<file path="src/rtl/tinyqv_mem_pkg.sv">
// Shared types for the TinyQV memory scheduler: FSM state encoding and
// data transaction size codes with a helper to clamp them to the configured width.
package tinyqv_mem_pkg;

  typedef enum logic [1:0] {
    ST_IDLE   = 2'd0,
    ST_INSTR  = 2'd1,
    ST_DREAD  = 2'd2,
    ST_DWRITE = 2'd3
  } state_t;

  localparam logic [1:0] SZ_1B = 2'd0;
  localparam logic [1:0] SZ_2B = 2'd1;
  localparam logic [1:0] SZ_4B = 2'd2;
  localparam logic [1:0] SZ_8B = 2'd3;

  function automatic logic [1:0] max_size(input int unsigned data_bytes);
    case (data_bytes)
      1:       return SZ_1B;
      2:       return SZ_2B;
      4:       return SZ_4B;
      default: return SZ_8B;
    endcase
  endfunction

  function automatic logic [1:0] size_clamp(input logic [1:0] sz, input logic [1:0] max_sz);
    return (sz > max_sz) ? max_sz : sz;
  endfunction

endpackage

</file>
<file path="src/rtl/tinyqv_prefetch_fifo.sv">
// Byte-wide prefetch FIFO for instruction bytes. A push is accepted while full
// only when a pop happens in the same cycle; flush empties it and wins over push/pop.
module tinyqv_prefetch_fifo
  import tinyqv_mem_pkg::*;
#(
  parameter int DEPTH = 4,
  parameter int CNT_W = $clog2(DEPTH) + 1
) (
  input  logic             clk,
  input  logic             rstn,
  input  logic             i_push,
  input  logic             i_pop,
  input  logic             i_flush,
  input  logic [7:0]       i_wdata,
  output logic [7:0]       o_rdata,
  output logic [CNT_W-1:0] o_count,
  output logic             o_full,
  output logic             o_empty
);

  localparam int PTR_W = $clog2(DEPTH);

  logic [7:0]       r_mem [DEPTH];
  logic [PTR_W-1:0] r_wr_ptr;
  logic [PTR_W-1:0] r_rd_ptr;
  logic [CNT_W-1:0] r_count;
  logic             w_do_push;
  logic             w_do_pop;

  assign o_full    = (r_count == CNT_W'(DEPTH));
  assign o_empty   = (r_count == '0);
  assign o_count   = r_count;
  assign o_rdata   = r_mem[r_rd_ptr];
  assign w_do_push = i_push && (!o_full || i_pop);
  assign w_do_pop  = i_pop && !o_empty;

  always_ff @(posedge clk) begin
    if (rstn && !i_flush && w_do_push) begin
      r_mem[r_wr_ptr] <= i_wdata;
    end
  end

  always_ff @(posedge clk) begin
    if (!rstn || i_flush) begin
      r_wr_ptr <= '0;
      r_rd_ptr <= '0;
      r_count  <= '0;
    end else begin
      if (w_do_push) r_wr_ptr <= r_wr_ptr + 1'b1;
      if (w_do_pop)  r_rd_ptr <= r_rd_ptr + 1'b1;
      case ({w_do_push, w_do_pop})
        2'b10:   r_count <= r_count + 1'b1;
        2'b01:   r_count <= r_count - 1'b1;
        default: r_count <= r_count;
      endcase
    end
  end

endmodule

</file>
<file path="src/rtl/tinyqv_mem_sched.sv">
// TinyQV memory scheduler: shares one QSPI controller between instruction
// prefetch and CPU data reads/writes, resuming fetch on its own after data traffic.
module tinyqv_mem_sched
  import tinyqv_mem_pkg::*;
#(
  parameter int ADDR_W     = 25,
  parameter int DATA_BYTES = 4,
  parameter int PF_DEPTH   = 4,
  parameter int SZ_W       = 2
) (
  input  logic                    clk,
  input  logic                    rstn,
  input  logic [ADDR_W-2:0]       i_instr_addr,
  input  logic                    i_instr_restart,
  input  logic                    i_instr_pop,
  output logic                    o_instr_valid,
  output logic [7:0]              o_instr_data,
  input  logic                    i_data_read,
  input  logic                    i_data_write,
  input  logic [SZ_W-1:0]         i_data_size,
  input  logic [ADDR_W-1:0]       i_data_addr,
  input  logic [8*DATA_BYTES-1:0] i_data_to_write,
  output logic                    o_data_done,
  output logic [8*DATA_BYTES-1:0] o_data_from_read,
  output logic [ADDR_W-1:0]       o_q_addr,
  output logic [7:0]              o_q_wdata,
  output logic                    o_q_start_read,
  output logic                    o_q_start_write,
  output logic                    o_q_stall,
  output logic                    o_q_stop,
  input  logic [7:0]              i_q_rdata,
  input  logic                    i_q_data_ready,
  input  logic                    i_q_data_req,
  input  logic                    i_q_busy
);

  localparam int         LOG_DB = $clog2(DATA_BYTES);
  localparam int         IDX_W  = (LOG_DB < 1) ? 1 : LOG_DB;
  localparam int         CNT_W  = $clog2(PF_DEPTH) + 1;
  localparam logic [1:0] MAX_SZ = max_size(DATA_BYTES);

  state_t                  r_state;
  logic [ADDR_W-1:0]       r_fetch_addr;
  logic                    r_fetch_en;
  logic [IDX_W-1:0]        r_idx;
  logic [IDX_W-1:0]        r_last;
  logic [8*DATA_BYTES-1:0] r_rdata;
  logic                    r_done;

  logic             w_push;
  logic             w_pop;
  logic             w_full;
  logic             w_empty;
  logic [CNT_W-1:0] w_count;
  logic [7:0]       w_fifo_rdata;
  logic             w_data_pend;
  logic             w_start_read;
  logic             w_start_write;
  logic             w_start_instr;
  logic             w_stop;
  logic             w_stall;
  logic [1:0]       w_size_eff;
  logic [IDX_W-1:0] w_last_new;
  logic [IDX_W-1:0] w_wsel;

  tinyqv_prefetch_fifo #(
    .DEPTH (PF_DEPTH),
    .CNT_W (CNT_W)
  ) u_fifo (
    .clk     (clk),
    .rstn    (rstn),
    .i_push  (w_push),
    .i_pop   (w_pop),
    .i_flush (i_instr_restart),
    .i_wdata (i_q_rdata),
    .o_rdata (w_fifo_rdata),
    .o_count (w_count),
    .o_full  (w_full),
    .o_empty (w_empty)
  );

  assign w_size_eff = size_clamp(2'(i_data_size), MAX_SZ);
  assign w_last_new = IDX_W'((32'd1 << w_size_eff) - 32'd1);
  assign w_data_pend = i_data_read | i_data_write;

  // Bytes arriving during a restart belong to the old stream and are dropped.
  assign w_push = (r_state == ST_INSTR) && i_q_data_ready && !i_instr_restart;
  assign w_pop  = i_instr_pop && !w_empty && !i_instr_restart;

  always_comb begin
    w_start_read  = 1'b0;
    w_start_write = 1'b0;
    w_start_instr = 1'b0;
    w_stop        = 1'b0;
    w_stall       = (r_state == ST_INSTR) && (w_count == CNT_W'(PF_DEPTH)) && !i_instr_pop;
    case (r_state)
      ST_IDLE: begin
        if (!i_q_busy) begin
          if (i_data_read)
            w_start_read = 1'b1;
          else if (i_data_write)
            w_start_write = 1'b1;
          else if (r_fetch_en && !w_full && !i_instr_restart)
            w_start_instr = 1'b1;
        end
      end
      // Preempt fetch only on a halfword boundary or while stalled.
      ST_INSTR:  w_stop = i_instr_restart ||
                          (w_data_pend && ((i_q_data_ready && r_fetch_addr[0]) || w_stall));
      ST_DREAD:  w_stop = i_q_data_ready && (r_idx == r_last);
      ST_DWRITE: w_stop = i_q_data_req && (r_idx == r_last);
      default:   w_stop = 1'b0;
    endcase
    if (!rstn) begin
      w_start_read  = 1'b0;
      w_start_write = 1'b0;
      w_start_instr = 1'b0;
      w_stop        = 1'b0;
      w_stall       = 1'b0;
    end
  end

  assign w_wsel = (r_state == ST_DWRITE) ? r_idx : '0;

  assign o_q_start_read  = w_start_read | w_start_instr;
  assign o_q_start_write = w_start_write;
  assign o_q_stop        = w_stop;
  assign o_q_stall       = w_stall;
  assign o_q_addr        = (w_start_read | w_start_write) ? i_data_addr :
                           w_start_instr ? r_fetch_addr : '0;
  assign o_q_wdata       = (rstn && (r_state == ST_DWRITE || w_start_write)) ?
                           i_data_to_write[8*w_wsel +: 8] : 8'h00;
  assign o_instr_valid   = !w_empty;
  assign o_instr_data    = w_empty ? 8'h00 : w_fifo_rdata;
  assign o_data_done     = r_done;
  assign o_data_from_read = r_rdata;

  always_ff @(posedge clk) begin
    if (!rstn) begin
      r_state      <= ST_IDLE;
      r_fetch_addr <= '0;
      r_fetch_en   <= 1'b0;
      r_idx        <= '0;
      r_last       <= '0;
      r_rdata      <= '0;
      r_done       <= 1'b0;
    end else begin
      r_done <= 1'b0;
      if (i_instr_restart) begin
        r_fetch_en   <= 1'b1;
        r_fetch_addr <= {i_instr_addr, 1'b0};
      end else if (w_push) begin
        r_fetch_addr <= r_fetch_addr + 1'b1;
      end
      case (r_state)
        ST_IDLE: begin
          if (w_start_read) begin
            r_state <= ST_DREAD;
            r_idx   <= '0;
            r_last  <= w_last_new;
            for (int i = 0; i < DATA_BYTES; i++) begin
              if (i > int'(w_last_new)) r_rdata[8*i +: 8] <= 8'h00;
            end
          end else if (w_start_write) begin
            r_state <= ST_DWRITE;
            r_idx   <= '0;
            r_last  <= w_last_new;
          end else if (w_start_instr) begin
            r_state <= ST_INSTR;
          end
        end
        ST_INSTR: begin
          if (w_stop) r_state <= ST_IDLE;
        end
        ST_DREAD: begin
          if (i_q_data_ready) begin
            r_rdata[8*r_idx +: 8] <= i_q_rdata;
            r_idx                 <= r_idx + 1'b1;
            if (r_idx == r_last) begin
              r_state <= ST_IDLE;
              r_done  <= 1'b1;
            end
          end
        end
        ST_DWRITE: begin
          if (i_q_data_req) begin
            r_idx <= r_idx + 1'b1;
            if (r_idx == r_last) begin
              r_state <= ST_IDLE;
              r_done  <= 1'b1;
            end
          end
        end
        default: r_state <= ST_IDLE;
      endcase
    end
  end

endmodule

</file>
<file path="config.mk">
export PLATFORM = sky130hd
export DESIGN_NAME = tinyqv_mem_sched
export DESIGN_NICKNAME = d
export VERILOG_FILES = /design/src/rtl/tinyqv_mem_pkg.sv /design/src/rtl/tinyqv_prefetch_fifo.sv /design/src/rtl/tinyqv_mem_sched.sv
export SDC_FILE = /design/constraint.sdc
export NUM_CORES = 1
export LEC_CHECK = 0
export ABC_AREA = 1
export ABC_CLOCK_PERIOD_IN_PS = 5800
export BUFFER_PORTS_ARGS = -buffer_cell sky130_fd_sc_hd__buf_4
export CAP_MARGIN = 20
export CORE_MARGIN = 3
export CORE_UTILIZATION = 48
export CTS_CLUSTER_DIAMETER = 60
export CTS_CLUSTER_SIZE = 25
export DETAILED_ROUTE_END_ITERATION = 8
export GPL_TIMING_DRIVEN = 0
export HOLD_SLACK_MARGIN = 0.08
export PLACE_DENSITY = 0.73
export SYNTH_ARGS = -nofsm -noshare
export SYNTH_HDL_FRONTEND = slang
export SYNTH_HIERARCHICAL = 1
export SYNTH_SLANG_ARGS = --single-unit
</file>
<file path="constraint.sdc">
create_clock -name clk -period 5.8 [get_ports clk]
set_input_delay 0.58 -clock clk [delete_from_list [all_inputs] [get_ports clk]]
set_output_delay 0.58 -clock clk [all_outputs]
set_load 0.05 [all_outputs]
</file>
After elaboration in Yosys (flattened, before gate mapping). Memories as Yosys holds them, arrays and structs flattened. A register that Yosys moved wholly into a read port is not among the register bits. Cells that the tools add are included. Widths: inputs -> output; s select.

$add $sub $neg: 8. Magnitude comparators: 4. Equality and inequality tests: 16. Shifts and indexed selects: 4. Mux-type cells: 57. Bitwise gates (word level): 4. Reductions and logical operators: 42.

Operators by type and width (count): $mux 25 (4); $pmux 24 s2 (1); $mux 8 (5); $mux 2 (17); $neg 5->34 (1); $shift 8x34->32 const A (1); $shiftx 8x34->32 (1); $bwmux 32 (1); $mux 32 (1); $shiftx 32x6->8 (1); $add 25x1->25 const B (1); $mux 24 (1); $mux 1 (22); $reduce_and 4->1 (5); $logic_and 1x1->1 (17); $ne 2x2->1 const B (7); $pmux 2 s4 (1); $reduce_bool 2->1 (4); $add 2x1->2 const B (3); $eq 2x2->1 const B (3); $pmux 2 s3 (1); $pmux 3 s2 (1); $logic_not 1->1 (5); $logic_or 1x1->1 (5); 21 further kinds (26).

Register bits: 72. RAM bits: 32. Bits of input ports: 100. Logic and storage cells: 150. Memories: 1.

Memories: u_fifo.r_mem (words 4, bits a word 8, rd ports 1, clocked after Yosys merged registers in 1, wr ports 1, RTL line tinyqv_prefetch_fifo.sv:23) `logic [7:0] r_mem [DEPTH];`.

Longest topological paths before layout.
Word-level depth: 14. Mapped depth: 19. Depth with buffers taken out: 18.

Hierarchy. The synthesis kept the hierarchy.

Modules (own cells, without submodules): tinyqv_mem_sched (times used 1, cells each 695, area an instance 4185.3 um^2); tinyqv_prefetch_fifo (times used 1, cells each 153, area an instance 1721.7 um^2).

Worst setup path after synthesis. Ideal clock, no wire load.

Path kind: input to output. From: input port rstn. To: output port o_q_wdata[5]. Arrival time: 2826 ps. Data required time: 5220 ps. Slack: 2394 ps. Stages on the path: 8. Path buffers: 1. Cell sequence: buf_2 > inv_2 > nor2_1 > nand2_1 > nor3_1 > o21bai_2 > nand2_1 > inv_1.

Cells in the longest elaborated chain, start to end: 4.

Ends and longest elaborated chain: start: declaration (RTL line tinyqv_mem_sched.sv:12) `input logic rstn,`; $mux 1 (RTL line tinyqv_mem_sched.sv:114) `if (!rstn) begin`; via o_q_start_write (RTL line tinyqv_mem_sched.sv:28) `output logic o_q_start_write,`; $logic_or 1x1->1 (RTL line tinyqv_mem_sched.sv:131) `assign o_q_wdata = (rstn && (r_state == ST_DWRITE || w_start_write)) ?`; $logic_and 1x1->1 (RTL line tinyqv_mem_sched.sv:131); $mux 8 (RTL line tinyqv_mem_sched.sv:131); end: declaration (RTL line tinyqv_mem_sched.sv:26) `output logic [7:0] o_q_wdata,`.

The timed path passes the listed nets, and every way through them passes these cells.

Worst setup path after layout.
From: register u_fifo.r_count[2], in the netlist u_fifo/o_count[2]. To: output port o_q_addr[21].

Cells in the longest elaborated chain, start to end: 12.

Ends and longest elaborated chain: start: declaration (RTL line tinyqv_prefetch_fifo.sv:26) `logic [CNT_W-1:0] r_count;`; start signal: assignment (RTL line tinyqv_prefetch_fifo.sv:52) `2'b10: r_count <= r_count + 1'b1;`; start signal: assignment (RTL line tinyqv_prefetch_fifo.sv:53) `2'b01: r_count <= r_count - 1'b1;`; start signal: assignment (RTL line tinyqv_prefetch_fifo.sv:54) `default: r_count <= r_count;`; $eq 3x3->1 (RTL line tinyqv_prefetch_fifo.sv:30) `assign o_full = (r_count == CNT_W'(DEPTH));`; via w_full (RTL line tinyqv_mem_sched.sv:52) `logic w_full;`; $logic_not 1->1 (RTL line tinyqv_mem_sched.sv:103) `else if (r_fetch_en && !w_full && !i_instr_restart)`; $logic_and 1x1->1 (2 in a row) (RTL line tinyqv_mem_sched.sv:103); $mux 1 (RTL line tinyqv_mem_sched.sv:103); $mux 1 (RTL line tinyqv_mem_sched.sv:101) `else if (i_data_write)`; $mux 1 (RTL line tinyqv_mem_sched.sv:99) `if (i_data_read)`; $mux 1 (RTL line tinyqv_mem_sched.sv:98) `if (!i_q_busy) begin`; $mux 1 (RTL line tinyqv_mem_sched.sv:96) `case (r_state)`; $mux 1 (RTL line tinyqv_mem_sched.sv:114); $mux 25 (RTL line tinyqv_mem_sched.sv:130) `w_start_instr ? r_fetch_addr : '0;`; $mux 25 (RTL line tinyqv_mem_sched.sv:129) `assign o_q_addr = (w_start_read | w_start_write) ? i_data_addr :`; end: declaration (RTL line tinyqv_mem_sched.sv:25) `output logic [ADDR_W-1:0] o_q_addr,`.

The timed path passes the listed nets, and every way through them passes these cells.

==> impl_metrics.yaml <==
status:
  outcome: "finished clean"
timing:
  skew_ns: 0.0155
  worstMarginPinSlew_ns: 0.954
  final.period_utilization: 0.495
  finalMaxSlewViolations: 0
  rsz0062_at_grt: "false"
  slew_headroom: 0.359
  period_needed_ns: 2.87
  tns_ns: 0
  hold_viol_final: 0
  setup_viol: 0
  fmax_mhz: 348
critical_path:
  setup.worst_path.end_class: "primary output"
  timing.rr.start: "r_state[0]"
  crit_required_ns: 5.22
  path_max_fanout: 10
  r2r_slack_ns: 3.10
  worstPathArrival_ns: 2.29
  crit_type: "flip-flop to primary output"
  reg2reg_to: "u_fifo/r_mem[3][2]"
  worstSetupStartpointType: "flip-flop"
  ff2ff_path_depth: 7
floorplan:
  die_h_um: 117
  core.rowCount: 39
  start_util: 0.504
  die_area_um2: 13700
  ios: 179
  coreArea_um2: 11700
  die_x_um: 117
clocking:
  cts_htree_levels: 3
  clockBufferDepth: 2
  insertion_delay_ns: 0.35
  cts_tree: "yes"
  cts_root_buf: "clkbuf_16"
  numCtsBuffers: 9
  cts_setup_buffers: 0
  cts_resized: 0
  cts_sinks: 106
  hold_buffers: 0
  clk_pin_slew_worst_paths_ns: 0.09
yosys:
  synth_top_area_frac: 0.251
  syn_nets: 960
  synthCells: 848
  netlist_top_cells_count: "193 x nand2_1, 116 x inv_1, 110 x nor2_1"
  ys_ff_latch: 106
  syn_area_um2: 5910
  yosys.area.top_type: "dfxtp_1"
  post_synth.cell_area_avg_um2: 6.97
  ys_types: 40
  seq_area_frac_synth: 0.413
  synthArstFlopShare: 0
  synth_ff_type: "dfxtp_1"
  yosysMostFrequentCell: "nand2_1"
  synth.top_cells.by_area: "dfxtp_1 25%, edfxtp_1 16%, nand2_1 12%"
  synth_edf_count: 32
  yosysWarningCount: 6
route:
  avgViaCountPerCell: 5.30
  wl_met3_um: 1400
  highest-signal-layer: "met4"
  wl_met1_um: 7760
  drt_wl_total_um: 17900
  final_antenna_net_count: 0
  vias: 6284
  wire_per_inst_um: 15.1
  dr.first_iter.drc_count: 490
  drc: 0
  dr.pass1.iters: 5
  wl_met2_um: 8320
power_and_ir_drop:
  pwr-share-seq: 0.433
  power_density_nw_per_um2: 242
  leakagePower_uw: 0.00339
  swShare: 0.339
  p_int_uw: 1240
  p_comb_frac: 0.233
  vdd_drop_max_uv: 156
  clkPwrFrac: 0.334
  switchingPower_uw: 634
finish:
  fin_nets: 1149
  areaGrowthSynthToFinish_pct: 30.7
  antenna_cells: 0
  fill_cells: 1090
  multi_input_area_um2: 2880
  fin_util: 0.659
  seq_area_um2: 2440
  drive_gt1_frac: 0.223
worst_hold_path:
  hold_start: "r_fetch_en"
  hp-class: "flip-flop to flip-flop"
  min_to: "r_fetch_en"
  hold-path-cell-count: 2
global_route:
  track_usage: 0.253
  grt_max_degree: 22
  grt_overflow: 0
  antenna_found_initial: 0
  grt_pass1_wl_um: 27200
  grt_pass1_vias: 5441
placed_design:
  hpwlAfterDp_um: 13800
  numPortBuffers: 178
  gp_congestion: 0.944
job:
  drv_cap: 0
## power by group through the flow
stage	clock [µW]	combinational (µW)	sequential (µW)
global placement	0	431	827
global route	662	476	814
floorplan	0	261	836
detailed placement	0	433	826
CTS	630	435	810
finish	625	436	811
## cell type report
| class | instances | share of cell area |
|---|---|---|
| inverters | 121 | 0.0588 |
| flip-flops and latches | 106 | 0.316 |
| clock inverters | 7 | 0.00972 |
| clock buffers | 9 | 0.0292 |
| plain buffers | 25 | 0.0167 |
| repair buffers | 178 | 0.173 |
| multi-input cells | 596 | 0.373 |
| well taps | 143 | 0.0232 |
## routing by layer
layer	track usage	up-vias
li1	-	3152
met1	0.349	2849
met2	0.403	257
met3	0.0494	26
met4	0.0787	0
met5	0	-
## sequential cells by signal (all words and copies together) (netlist names), named ones only
register / cells
o_data_done: 1
r_fetch_en: 1
u_fifo/o_count: 3
u_fifo/r_rd_ptr: 2
o_data_from_read: 32
r_fetch_addr: 25
r_idx: 2
u_fifo/r_mem: 32
r_state: 2
u_fifo/r_wr_ptr: 2
r_last: 2
## worst max-delay path, stage by stage, from the launching register on
cell	delay, ns
dfxtp_1	0.38
inv_1	0.10
nor3_1	0.23
nor2_1	0.09
nand3_1	0.10
nor2_1	0.07
inv_1	0.26
clkbuf_1	0.35
o21ai_0	0.14
buf_4	0.21
## layout by cell type, fill, tap and decap left out, types with 4 or more instances in the layout
| master | Yosys | routed |
|---|---|---|
| inv_2 | 4 | 4 |
| nor2_1 | 110 | 110 |
| nand3_1 | 56 | 56 |
| edfxtp_1 | 32 | 32 |
| a31oi_1 | 8 | 8 |
| o21ai_1 | 5 | 5 |
| nand2_1 | 193 | 193 |
| o22ai_1 | 10 | 10 |
| clkbuf_16 | 0 | 9 |
| clkbuf_1 | 13 | 13 |
| nor3_1 | 14 | 14 |
| a21oi_1 | 62 | 62 |
| o21ai_0 | 80 | 80 |
| o32ai_1 | 7 | 7 |
| ha_1 | 11 | 11 |
| nand4_1 | 7 | 7 |
| inv_1 | 116 | 116 |
| buf_4 | 3 | 181 |
| buf_2 | 6 | 6 |
| nor2_2 | 6 | 6 |
| dfxtp_1 | 74 | 74 |
## how the worst max path moves through the flow
| stage | startpoint | to | slack [ns] | depth (start not counted) |
|---|---|---|---|---|
| 2_1_floorplan | rstn | o_q_wdata[5] | 2.39 | 8 |
| 3_3_place_gp | rstn | o_q_addr[15] | 2.97 | 10 |
| 3_5_place_dp | rstn | o_q_addr[19] | 2.96 | 12 |
| 4_1_cts | u_fifo/o_count[2] | o_q_addr[21] | 2.92 | 9 |
| 5_1_grt | u_fifo/o_count[2] | o_q_addr[17] | 2.75 | 9 |
| 6_report | u_fifo/o_count[2] | o_q_addr[21] | 2.93 | 9 |
## stage by stage
step	power, µW	instance area, µm²	setup slack [ns]	cells	hold slack (ns)
floorplan	1100	5910	2.39	848	0.432
global placement	1260	7420	2.97	1169	0.440
detailed placement	1260	7420	2.96	1169	0.447
CTS	1880	7720	2.92	1185	0.459
global route	1950	7720	2.75	1185	0.460
finish	1870	7720	2.93	1185	0.466
## cells by family after synthesis
logic type | Yosys count | synth area share
flops | 106 | 0.413
fa+ha+maj | 12 | 0.0267
xor+xnor | 3 | 0.00445
simple gates | 397 | 0.284
compound gates | 184 | 0.172
buf+inv | 146 | 0.0987
Note: power is estimated with default switching activity, not from simulation.
